<file path="src/rtl/drum_audio_pkg.sv">
// Shared types and register map for the drum solver audio transmitter.
package drum_audio_pkg;

    typedef enum logic [2:0] {
        IDLE,
        RD_SPACE,
        CHECK,
        WR_L,
        WR_R
    } state_t;

    localparam logic [31:0] FIFOSPACE_OFF = 32'd4;
    localparam logic [31:0] LEFT_OFF      = 32'd8;
    localparam logic [31:0] RIGHT_OFF     = 32'd12;

    // FIFOSPACE fields: write space left (WSLC) and right (WSRC)
    localparam int unsigned WSLC_MSB = 31;
    localparam int unsigned WSLC_LSB = 24;
    localparam int unsigned WSRC_MSB = 23;
    localparam int unsigned WSRC_LSB = 16;

endpackage

</file>
<file path="src/rtl/drum_audio_tx_fifo.sv">
// Small registered sample FIFO; extra pointer bit separates full from empty.
module sample_fifo #(
    parameter int unsigned WIDTH = 18,
    parameter int unsigned DEPTH = 4
) (
    input  logic             clk,
    input  logic             rst_n,
    input  logic             push,
    input  logic [WIDTH-1:0] din,
    input  logic             pop,
    output logic [WIDTH-1:0] dout,
    output logic             full,
    output logic             empty
);

    localparam int unsigned AW = $clog2(DEPTH);

    logic [AW:0]      wr_ptr_q, wr_ptr_d;
    logic [AW:0]      rd_ptr_q, rd_ptr_d;
    logic [WIDTH-1:0] mem_q [DEPTH];
    logic [WIDTH-1:0] mem_d [DEPTH];
    logic             push_ok;
    logic             pop_ok;

    always_comb begin
        full    = (wr_ptr_q[AW] != rd_ptr_q[AW]) && (wr_ptr_q[AW-1:0] == rd_ptr_q[AW-1:0]);
        empty   = (wr_ptr_q == rd_ptr_q);
        push_ok = push && !full;
        pop_ok  = pop && !empty;
        dout    = mem_q[rd_ptr_q[AW-1:0]];
    end

    always_comb begin
        mem_d    = mem_q;
        wr_ptr_d = wr_ptr_q;
        rd_ptr_d = rd_ptr_q;
        if (push_ok) begin
            mem_d[wr_ptr_q[AW-1:0]] = din;
            wr_ptr_d = wr_ptr_q + 1'b1;
        end
        if (pop_ok) begin
            rd_ptr_d = rd_ptr_q + 1'b1;
        end
    end

    always_ff @(posedge clk or negedge rst_n) begin
        if (!rst_n) begin
            wr_ptr_q <= '0;
            rd_ptr_q <= '0;
            for (int unsigned i = 0; i < DEPTH; i++) begin
                mem_q[i] <= '0;
            end
        end else begin
            wr_ptr_q <= wr_ptr_d;
            rd_ptr_q <= rd_ptr_d;
            mem_q    <= mem_d;
        end
    end

endmodule

</file>
<file path="src/rtl/drum_audio_tx.sv">
// Drum solver sample sink: FIFO, scaling, Avalon-MM writes to the audio core.
// Define AUDIO_SAT_EN to saturate the scaled word instead of wrapping.
module drum_audio_tx
    import drum_audio_pkg::*;
#(
    parameter int unsigned SAMPLE_W   = 18,
    parameter int unsigned AUD_W      = 32,
    parameter int unsigned FIFO_DEPTH = 4,
    parameter int unsigned GAIN_SHL   = 14,
    parameter logic [31:0] BASE_ADDR  = 32'h0000_3040
) (
    input  logic                clk_50,
    input  logic                reset,
    input  logic [SAMPLE_W-1:0] sample_in,
    input  logic                sample_valid,
    output logic                sample_ready,
    output logic [31:0]         avm_address,
    output logic                avm_read,
    output logic                avm_write,
    output logic [AUD_W-1:0]    avm_writedata,
    input  logic [AUD_W-1:0]    avm_readdata,
    input  logic                avm_waitrequest,
    output logic [15:0]         underrun_cnt,
    output logic                busy
);

    localparam logic [31:0] SPACE_ADDR = BASE_ADDR + FIFOSPACE_OFF;
    localparam logic [31:0] LEFT_ADDR  = BASE_ADDR + LEFT_OFF;
    localparam logic [31:0] RIGHT_ADDR = BASE_ADDR + RIGHT_OFF;

    state_t               state_q, state_d;
    logic                 read_q, read_d;
    logic                 write_q, write_d;
    logic                 busy_q, busy_d;
    logic [31:0]          addr_q, addr_d;
    logic [AUD_W-1:0]     wdata_q, wdata_d;
    logic [7:0]           wslc_q, wslc_d;
    logic [7:0]           wsrc_q, wsrc_d;
    logic [15:0]          underrun_q, underrun_d;
    logic [SAMPLE_W-1:0]  head;
    logic [AUD_W-1:0]     word;
    logic                 fifo_full;
    logic                 fifo_empty;
    logic                 fifo_pop;
    logic                 unused_rd;

    sample_fifo #(
        .WIDTH (SAMPLE_W),
        .DEPTH (FIFO_DEPTH)
    ) u_fifo (
        .clk   (clk_50),
        .rst_n (reset),
        .push  (sample_valid),
        .din   (sample_in),
        .pop   (fifo_pop),
        .dout  (head),
        .full  (fifo_full),
        .empty (fifo_empty)
    );

`ifdef AUDIO_SAT_EN
    localparam int unsigned WIDE_W = AUD_W + GAIN_SHL;
    logic [WIDE_W-1:0] wide;
    logic [GAIN_SHL:0] hi;

    // In range only when every bit above the result sign matches it
    always_comb begin
        wide = WIDE_W'($signed(head)) << GAIN_SHL;
        hi   = wide[WIDE_W-1:AUD_W-1];
        if ((hi == '0) || (hi == '1)) begin
            word = wide[AUD_W-1:0];
        end else if (head[SAMPLE_W-1]) begin
            word = {1'b1, {(AUD_W-1){1'b0}}};
        end else begin
            word = {1'b0, {(AUD_W-1){1'b1}}};
        end
    end
`else
    logic [AUD_W-1:0] ext;

    always_comb begin
        ext  = AUD_W'($signed(head));
        word = ext << GAIN_SHL;
    end
`endif

    always_comb begin
        sample_ready  = !fifo_full;
        avm_address   = addr_q;
        avm_read      = read_q;
        avm_write     = write_q;
        avm_writedata = wdata_q;
        underrun_cnt  = underrun_q;
        busy          = busy_q;
        unused_rd     = ^avm_readdata[WSRC_LSB-1:0];
    end

    always_comb begin
        state_d    = state_q;
        read_d     = 1'b0;
        write_d    = 1'b0;
        addr_d     = addr_q;
        wdata_d    = wdata_q;
        wslc_d     = wslc_q;
        wsrc_d     = wsrc_q;
        underrun_d = underrun_q;
        fifo_pop   = 1'b0;
        case (state_q)
            IDLE: begin
                if (!fifo_empty) begin
                    state_d = RD_SPACE;
                    read_d  = 1'b1;
                    addr_d  = SPACE_ADDR;
                end
            end
            RD_SPACE: begin
                if (avm_waitrequest) begin
                    read_d = 1'b1;
                end else begin
                    wslc_d  = avm_readdata[WSLC_MSB:WSLC_LSB];
                    wsrc_d  = avm_readdata[WSRC_MSB:WSRC_LSB];
                    state_d = CHECK;
                end
            end
            CHECK: begin
                state_d = IDLE;
                if ((wslc_q != '0) && (wsrc_q != '0)) begin
                    if (!fifo_empty) begin
                        state_d = WR_L;
                        write_d = 1'b1;
                        addr_d  = LEFT_ADDR;
                        wdata_d = word;
                    end else if (underrun_q != '1) begin
                        underrun_d = underrun_q + 16'd1;
                    end
                end
            end
            WR_L: begin
                write_d = 1'b1;
                if (!avm_waitrequest) begin
                    state_d = WR_R;
                    addr_d  = RIGHT_ADDR;
                end
            end
            WR_R: begin
                if (avm_waitrequest) begin
                    write_d = 1'b1;
                end else begin
                    fifo_pop = 1'b1;
                    state_d  = IDLE;
                end
            end
            default: state_d = IDLE;
        endcase
        busy_d = (state_d != IDLE);
    end

    always_ff @(posedge clk_50 or negedge reset) begin
        if (!reset) begin
            state_q    <= IDLE;
            read_q     <= 1'b0;
            write_q    <= 1'b0;
            busy_q     <= 1'b0;
            addr_q     <= '0;
            wdata_q    <= '0;
            wslc_q     <= '0;
            wsrc_q     <= '0;
            underrun_q <= '0;
        end else begin
            state_q    <= state_d;
            read_q     <= read_d;
            write_q    <= write_d;
            busy_q     <= busy_d;
            addr_q     <= addr_d;
            wdata_q    <= wdata_d;
            wslc_q     <= wslc_d;
            wsrc_q     <= wsrc_d;
            underrun_q <= underrun_d;
        end
    end

endmodule
</file>
<file path="config.mk">
export PLATFORM = sky130hd
export DESIGN_NAME = drum_audio_tx
export DESIGN_NICKNAME = d
export VERILOG_FILES = /design/src/rtl/drum_audio_pkg.sv /design/src/rtl/drum_audio_tx_fifo.sv /design/src/rtl/drum_audio_tx.sv
export SDC_FILE = /design/constraint.sdc
export NUM_CORES = 1
export LEC_CHECK = 0
export CORE_MARGIN = 4
export CORE_UTILIZATION = 51
export DETAILED_ROUTE_END_ITERATION = 10
export PLACE_DENSITY = 0.81
export SETUP_SLACK_MARGIN = 0.4
export SLEW_MARGIN = 30
export SYNTH_ARGS = -nofsm -noshare
export SYNTH_HDL_FRONTEND = slang
export SYNTH_SLANG_ARGS = --single-unit
</file>
<file path="constraint.sdc">
create_clock -name clk_50 -period 2.3 [get_ports clk_50]
set_input_delay 0.46 -clock clk_50 [delete_from_list [all_inputs] [get_ports clk_50]]
set_output_delay 0.46 -clock clk_50 [all_outputs]
set_load 0.01 [all_outputs]
</file>
==> Word-level counts from Yosys, hierarchy flattened <==
Cells that the tools add are included.
{ "totals": {"register_bits": 166, "elab_cells": 78, "inputBits": 54, "out_inout_bits": 84} }
{ "op_classes": {"reduce_logical": 16, "eq_ne": 12, "n_bitwise": 4, "mux": 25, "n_addsub": 3, "n_lt_le_gt_ge": 3} }
{ "op_table": {"columns": ["op", "count"], "rows": [
  ["two-way mux 32 bit", 4],
  ["case mux 32 bit (3 select lines)", 1],
  ["bitwise mux 72 bit", 1],
  ["two-way mux 18 bit", 3],
  ["binary-select mux 18 bit (select 2 bit)", 1],
  ["demux 18 bit (select 2 bit)", 1],
  ["adder 16 x 1 -> 16 bit, second input constant", 1],
  ["inequality test 16 bit, second input constant", 1],
  ["nonzero test 8 bit", 2],
  ["case mux 3 bit (5 select lines)", 1],
  ["two-way mux 3 bit", 4],
  ["inequality test 2 bit, second input constant", 4],
  ["adder 3 x 1 -> 3 bit, second input constant", 2],
  ["== test 3 x 2 -> 1 bit, second input constant", 2],
  [">= comparator 3 bit, second input constant", 2],
  ["NOT 2 -> 3 bit", 2],
  ["nonzero test 3 bit", 2],
  ["logical AND 1 bit", 5],
  ["two-way mux 1 bit", 5],
  ["AND reduction 5 bit", 1],
  ["two-way mux 2 bit", 2],
  ["AND reduction 4 bit", 1],
  ["== test 3 x 1 -> 1 bit, second input constant", 1],
  ["== test 3 bit", 1],
  ["other kinds (11)", 13]
]} }

==> Depth between registers and ports, before layout <==
Gate-level depths: netlist (run 1).
{ "depth": {"word_depth": 6, "mapped_depth": 8, "ltp_nobuf": 7} }

==> Modules after synthesis <==
From an unflattened synthesis (run 1), not the netlist that was laid out.
{ "unflattened": {"cells_unflattened": 453, "hier_area_um2": 6706.4} }
{ "by_module_without_submodules": {"columns": ["mod", "n_inst", "cells_each", "area_per_inst_um2", "seq_area_each_um2"], "rows": [
  ["sample_fifo", 1, 217, 3777.4, 1951.9],
  ["drum_audio_tx", 1, 236, 2929.1, 1476.4]
]} }

==> Worst setup path after synthesis (run 1) <==
OpenSTA, ideal clock, no wires.
{ "synth_timing": {"path_kind": "register to register", "startpoint": "register u_fifo.wr_ptr_q[0]", "endpoint": "register u_fifo.mem_q[26] (netlist bit)", "t_required_ns": 2.175, "n_path_buf": 2, "setup_time_ns": 0.125, "arrival_time_ns": 1.827, "path_stages_with_launch": 9, "slack_ns": 0.348, "period_less_slack_ns": 1.952, "cell_sequence": "dfrtp_1 > xor2_1 > nor2_1 > nand2_1 > and2_1 > buf_2 > nand2_2 > buf_2 > mux2_2"} }
{ "synth_between": {"word_cells_on_any_way": 11, "classes_between": "2 x order compare; 1 x eq/ne; 3 x mux; 1 x bitwise; 4 x reduce/logical"} }
{ "synth_rtl": {"columns": ["element", "line", "text"], "rows": [
  ["start, declared", "drum_audio_tx_fifo.sv:18", "logic [AW:0] wr_ptr_q, wr_ptr_d;"],
  ["start signal, assigned", "drum_audio_tx_fifo.sv:54", "wr_ptr_q <= wr_ptr_d;"],
  ["== test 2 bit", "drum_audio_tx_fifo.sv:26", "full = (wr_ptr_q[AW] != rd_ptr_q[AW]) && (wr_ptr_q[AW-1:0] == rd_ptr_q[AW-1:0]);"],
  ["logical AND 1 bit", "drum_audio_tx_fifo.sv:26", null],
  ["zero test 1 bit", null, null],
  ["net sample_ready", "drum_audio_tx.sv:16", "output logic sample_ready,"],
  ["logical AND 1 bit", "drum_audio_tx_fifo.sv:28", "push_ok = push && !full;"],
  ["end signal, assigned", "drum_audio_tx_fifo.sv:56", "mem_q <= mem_d;"],
  ["end, declared", "drum_audio_tx_fifo.sv:20", "logic [WIDTH-1:0] mem_q [DEPTH];"]
]} }
The timed path passes the listed nets, and every way through them passes these cells.
A chain may end at the register's enable or synchronous reset.

==> Final worst setup path (run 1) <==
{ "layout_timing": {"startpoint": "register underrun_q[11], in the netlist underrun_cnt[11]", "endpoint": "output port underrun_cnt[11]"} }
{ "layout_rtl": {"columns": ["element", "line", "text"], "rows": [
  ["start, declared", "drum_audio_tx.sv:39", "logic [15:0] underrun_q, underrun_d;"],
  ["start signal, assigned", "drum_audio_tx.sv:178", "underrun_q <= underrun_d;"],
  ["end, declared", "drum_audio_tx.sv:23", "output logic [15:0] underrun_cnt,"]
]} }
No word-level cell between the ends.

==> flow_summary.toml, run 1 <==
[status]
status = "completed"

[worst_setup_path]
r2r_slack_ns = 0.40
worstPathArrival_ns = 1.46
cp-end-kind = "output pin"
slowest_stage = "clkdlybuf4s50_1"
cp_num_buf_inv = 2
cp-startpoint = "underrun_cnt[11]"
slowest_delay_ns = 0.53
crit_chain = "buf_4 -> clkdlybuf4s50_1"
critPathKind = "reg -> out"
cpLargestDelayFamily = "buffers and inverters"
reg2reg_from = "underrun_cnt[10]"
startpoint_type = "register"
cp_max_fo = 4
cp.required_ns = 1.84

[finish]
multi_input_area_sq_mm = 0.00271
drive_gt1_frac = 0.400
finalNetCount = 619
layout.cells.non_filler = 719
area_growth_pct = 30.6
fillerInstances = 835
antenna_cells = 0
seq_area_sq_mm = 0.00344

[sta]
slew_violations = 0
fmax_ghz = 0.521
clock_skew_ns = 0.00930
setup_viol = 0
worstMarginPinSlew_ns = 0.570
setup_ws_ns = 0.380
timing.final.crit_share = 0.835
setup_tns_ns = 0
period_needed_ns = 1.92
grt_setup_unrepaired = "true"
whs_ns = 0.0311
slew_headroom = 0.620
hold_viol_final = 0

[power]
power_uw = 11000
power_density_mw_per_mm2 = 1350
peakVddDrop_uv = 792
leakagePower_uw = 0.00356

[clock_tree]
clock-root-buffer = "clkbuf_16"
clock_sinks = 137
clk_path_buf_depth = 2
cts_tree = "built"
h-tree-depth = 4
cts_buffers = 17
clk_latency_ns = 0.41
clk_pin_slew_ns = 0.06

[floorplan]
pin_count = 138
die_w_um = 119
coreArea_sq_mm = 0.0120
die-area_sq_mm = 0.0141
die_h_um = 119
initial_core_util = 0.521
rows = 40

[placed_design]
placed_cells = 661
preCtsSetupSlack_ns = 0.269
dp_hpwl_um = 7910
portBuffers = 80
place_congestion = 0.797

[detailed_routing]
dr.pass1.iters = 5
vias = 3782
antenna_left = 0
drc = 0
drt_iter0_drc = 172
routedWlPerCell_um = 17.4
viasPerCell = 5.26
routed_wl_um = 12500

[yosys]
yosysMostFrequentCell = "dfrtp_1"
synth.distinct_cells = 38
seq_area_frac_synth = 0.550
async_reset_ff_frac = 1.00
yosys-top-cells-area = "dfrtp_1 55%, mux2_2 20%, mux4_2 6.5%"
yosys_most_used_dff = "dfrtp_1"
avgSynthCellArea_sq_um = 14.2
netlist_area_sq_mm = 0.00623
ys_warn_count = 0
synth_edf_count = 0
ys_ff_latch = 137
synthDominantCellAreaShare = 0.550
yosysTopAreaCell = "dfrtp_1"
ys_top_cells_by_count = "137 x dfrtp_1, 108 x mux2_2, 44 x buf_4"
synth_cells = 438

[global_route]
grt_pass1_vias = 3881
grt_util_all_layers = 0.182
grt_pass1_wl_um = 20100
grt.overflow.total = 0
antenna_found_initial = 0
grt_max_degree = 63

[run]
cap_violations = 0

[hold_path]
worst_hold_path_type = "in -> async"
## logic make-up after synthesis
| family | synth area share |
|---|---|
| flops | 0.550 |
| mux | 0.260 |
| simple gates | 0.0594 |
| buf+inv | 0.0693 |
| xor+xnor | 0.0295 |
| compound gates | 0.0187 |
| fa+ha+maj | 0.0120 |
| other cells | 0.000602 |
## per-stage QoR
stage               utilization  cell area [sq um]
floorplan                     -               6420
global placement          0.600               7170
detailed placement        0.600               7170
CTS                       0.659               7880
global route              0.681               8140
finish                    0.681               8140
## flip-flops by register name, summed over array words and instances, names as in the netlist
name and count:
avm_address 3, avm_read 1, avm_write 1, avm_writedata 18
busy 1, state_q 3, u_fifo.mem_q 72, u_fifo.rd_ptr_q 3
u_fifo.wr_ptr_q 3, underrun_cnt 16, wslc_q 8, wsrc_q 8
## layout make-up
type                            count  share of cell area
Clock inverter                      9             0.00891
Multi-Input combinational cell    277               0.333
Sequential cell                   137               0.422
Inverter                            5             0.00231
Clock buffer                       23              0.0587
Tap cell                          147              0.0226
Timing Repair Buffer              121               0.153
## path summary, 6_finish.rpt
check / to / depth (start not counted)
worst min register to register: u_fifo.wr_ptr_q[2] / 1
worst min-delay path: u_fifo.mem_q[22] / 1
worst max register to register: underrun_cnt[1] / 6
max in group asynchronous: u_fifo.mem_q[9] / 2
min in group clk_50: u_fifo.wr_ptr_q[2] / 1
worst max-delay path: underrun_cnt[11] / 2
## per-layer routing
metal / share of wire / global-route usage / wire length (um) / up-vias
met5: 0 / 0 / 0 / -
li1: - / - / - / 1725
met3: 0.052 / 0.0459 / 656 / 8
met1: 0.41 / 0.230 / 5210 / 1943
met4: 0.0095 / 0.0673 / 119 / 0
met2: 0.52 / 0.303 / 6560 / 106
## power by group
| group | internal, uW | switching [uW] |
|---|---|---|
| Clock | 1560 | 966 |
| Sequential | 3530 | 634 |
| Combinational | 2620 | 1680 |
## cell usage in the layout (no fill, tap or decap), types with 4 or more instances in the layout
| master | Yosys | routed |
|---|---|---|
| nand3_1 | 7 | 4 |
| xnor2_1 | 16 | 16 |
| nor2_1 | 11 | 10 |
| clkinv_2 | 0 | 7 |
| mux2_2 | 108 | 101 |
| buf_12 | 0 | 6 |
| clkdlybuf4s50_1 | 0 | 75 |
| mux4_2 | 18 | 18 |
| dfrtp_1 | 137 | 131 |
| nand4_1 | 8 | 8 |
| buf_4 | 44 | 31 |
| ha_1 | 6 | 5 |
| a21oi_1 | 5 | 5 |
| nand2_1 | 11 | 8 |
| clkbuf_16 | 0 | 19 |
| nand2_8 | 0 | 4 |
| inv_1 | 5 | 5 |
| nor4_1 | 5 | 4 |
| dfrtp_2 | 0 | 6 |
| conb_1 | 1 | 41 |
| mux2_4 | 0 | 7 |
## what timing repair did
item                       CTS  global route
buffers inserted             5            17
gates resized for setup     20            25
hold buffers                 0             0
pin swaps                   12            18
setup endpoints to repair   76            70
gates cloned                 2             2
Power figures use the tool's default switching activity.
==> run 2, diff against run 1 <==
--- a/config.mk
+++ b/config.mk
@@ -6,9 +6,9 @@
 export NUM_CORES = 1
 export LEC_CHECK = 0
 export CORE_MARGIN = 4
-export CORE_UTILIZATION = 51
+export CORE_UTILIZATION = 46
 export DETAILED_ROUTE_END_ITERATION = 10
-export PLACE_DENSITY = 0.81
+export PLACE_DENSITY = 0.77
 export SETUP_SLACK_MARGIN = 0.4
 export SLEW_MARGIN = 30
 export SYNTH_ARGS = -nofsm -noshare
==> constraint.sdc (replaced) <==
create_clock -name clk_50 -period 1.69 [get_ports clk_50]
set_input_delay 0.338 -clock clk_50 [delete_from_list [all_inputs] [get_ports clk_50]]
set_output_delay 0.338 -clock clk_50 [all_outputs]
set_load 0.01 [all_outputs]
==> run 2 against run 1 <==
Against the previous run:
- cell area rose by 21%
- register-to-register slack worse by 0.55 ns
- total power increased by 69%
- the flow now finishes with violations (negative setup slack)
==> flow_summary.toml, run 2 (same netlist as run 1, synthesis figures left out) <==
[status]
status = "complete, but fails checks"
violations = "negative setup slack"

[detailed_routing]
met2_length_um = 8760
routed_wl_um = 16800
drt_iter0_drc = 205
met1_length_um = 6930
dr.pass1.iters = 5
wl_met3_um = 820
routedWlPerCell_um = 19.9
viasPerCell = 5.20
vias = 4396
top_layer = "met4"
drc = 0
antenna_left = 0

[floorplan]
rows = 42
die_w_um = 124
coreArea_sq_mm = 0.0132
initial_core_util = 0.471
die_h_um = 124
die-area_sq_mm = 0.0155
pin_count = 138

[hold_path]
worst_hold_path_type = "in -> async"

[finish]
largest_register = "u_fifo.mem_q"
antenna_cells = 0
area_growth_pct = 57.8
largest_reg_flops = 72
most-common-layout-cells = "133 x dfrtp_1, 107 x mux2_4, 65 x buf_6"
finalNetCount = 717
fin_util = 0.743
drive_gt1_frac = 0.584
layout.cells.non_filler = 845
final_common_cell = "dfrtp_1"

[power]
peakVddDrop_uv = 1040
power_density_mw_per_mm2 = 1890
leakagePower_uw = 0.00462
power_uw = 18600

[global_route]
grt_max_degree = 45
antenna_found_initial = 0
grt_pass1_vias = 4652
grt_pass1_wl_um = 25500
grt.overflow.total = 0
grt_util_all_layers = 0.211

[worst_setup_path]
critPathKind = "reg -> reg"
reg2reg_from = "underrun_cnt[12]"
r2r_end = "underrun_cnt[1]"
worst-r2r-cell-count = 6
slowest_stage = "dfrtp_1"
r2r_slack_ns = -0.15
startpoint_type = "register"
cpLargestDelayFamily = "simple AND/OR/NAND/NOR gates"
crit_chain = "and3_4 -> and3_4 -> and3_4 -> nor4_4 -> buf_12 -> mux2_4"
cp-end-kind = "register"
cp.required_ns = 1.98
worstPathArrival_ns = 2.13
cp_num_buf_inv = 1
cp_max_fo = 15
slowest_delay_ns = 0.39
crit_top_cell = "and3_4"

[sta]
period_needed_ns = 1.84
timing.final.crit_share = 1.09
whs_ns = 0.390
slew_violations = 0
fmax_ghz = 0.544
setup_viol = 75
clock_skew_ns = 0.00745
setup_ws_ns = -0.147
grt_setup_unrepaired = "true"
setup_tns_ns = -4.98
hold_viol_final = 0

[clock_tree]
cts_tree = "built"
h-tree-depth = 4
clk_latency_ns = 0.42
clock_sinks = 137
clk_path_buf_depth = 2
clk_pin_slew_ns = 0.06
cts_buffers = 17
clock-root-buffer = "clkbuf_16"

[placed_design]
place_congestion = 0.790
dp_hpwl_um = 8710
portBuffers = 80
placed_cells = 727

[run]
cap_violations = 0
-- run 2: through the flow --
step                worst slack (ns)  area (sq um)
floorplan                     -0.191          7010
global placement              -0.137          7970
detailed placement            -0.173          7970
CTS                           -0.171          9470
global route                  -0.218          9830
finish                        -0.147          9830
-- run 2: how the worst max path moves through the flow --
| stage | start | depth (start not counted) | slack, ns | to |
|---|---|---|---|---|
| after floorplan | underrun_cnt[11] | 7 | -0.19 | underrun_cnt[12] |
| after global placement | underrun_cnt[1] | 7 | -0.14 | underrun_cnt[1] |
| after detailed placement | underrun_cnt[1] | 7 | -0.17 | underrun_cnt[1] |
| after CTS | underrun_cnt[11] | 6 | -0.17 | underrun_cnt[1] |
| after global routing | underrun_cnt[0] | 8 | -0.22 | underrun_cnt[9] |
| final | underrun_cnt[12] | 6 | -0.15 | underrun_cnt[1] |
-- run 2: what timing repair did --
action / CTS / global route
gates resized for setup: 287 / 36
pin swaps: 19 / 16
setup endpoints to repair: 179 / 176
cloned: 13 / 0
endpoints found under the hold margin: 35 / 0
buffers inserted: 47 / 26
hold buffers: 1 / 0
-- run 2: metal layers --
layer	GRT usage	vias to the layer above
met3	0.0635	25
met4	0.0664	0
met1	0.263	2297
met2	0.356	143
li1	-	1931
met5	0	-
-- run 2: layout make-up --
type	instances	area, sq um
clock inverter	9	72.6
clock buffer	22	484
multi-input combinational	289	3560
tap	176	220
sequential	137	3430
inverter	5	18.8
fill	784	3410
timing repair buffer	207	2050
-- run 2: where the power goes --
group	internal [uW]	total (uW)	switching, uW
clock network	2150	3500	1350
logic	5590	9290	3700
registers	4810	5780	967
-- run 2: worst reg2reg max path, cell delays in order, from the launching register on --
cell,delay [ns]
dfrtp_1,0.39
and3_4,0.18
and3_4,0.18
and3_4,0.18
nor4_4,0.31
buf_12,0.18
mux2_4,0.30
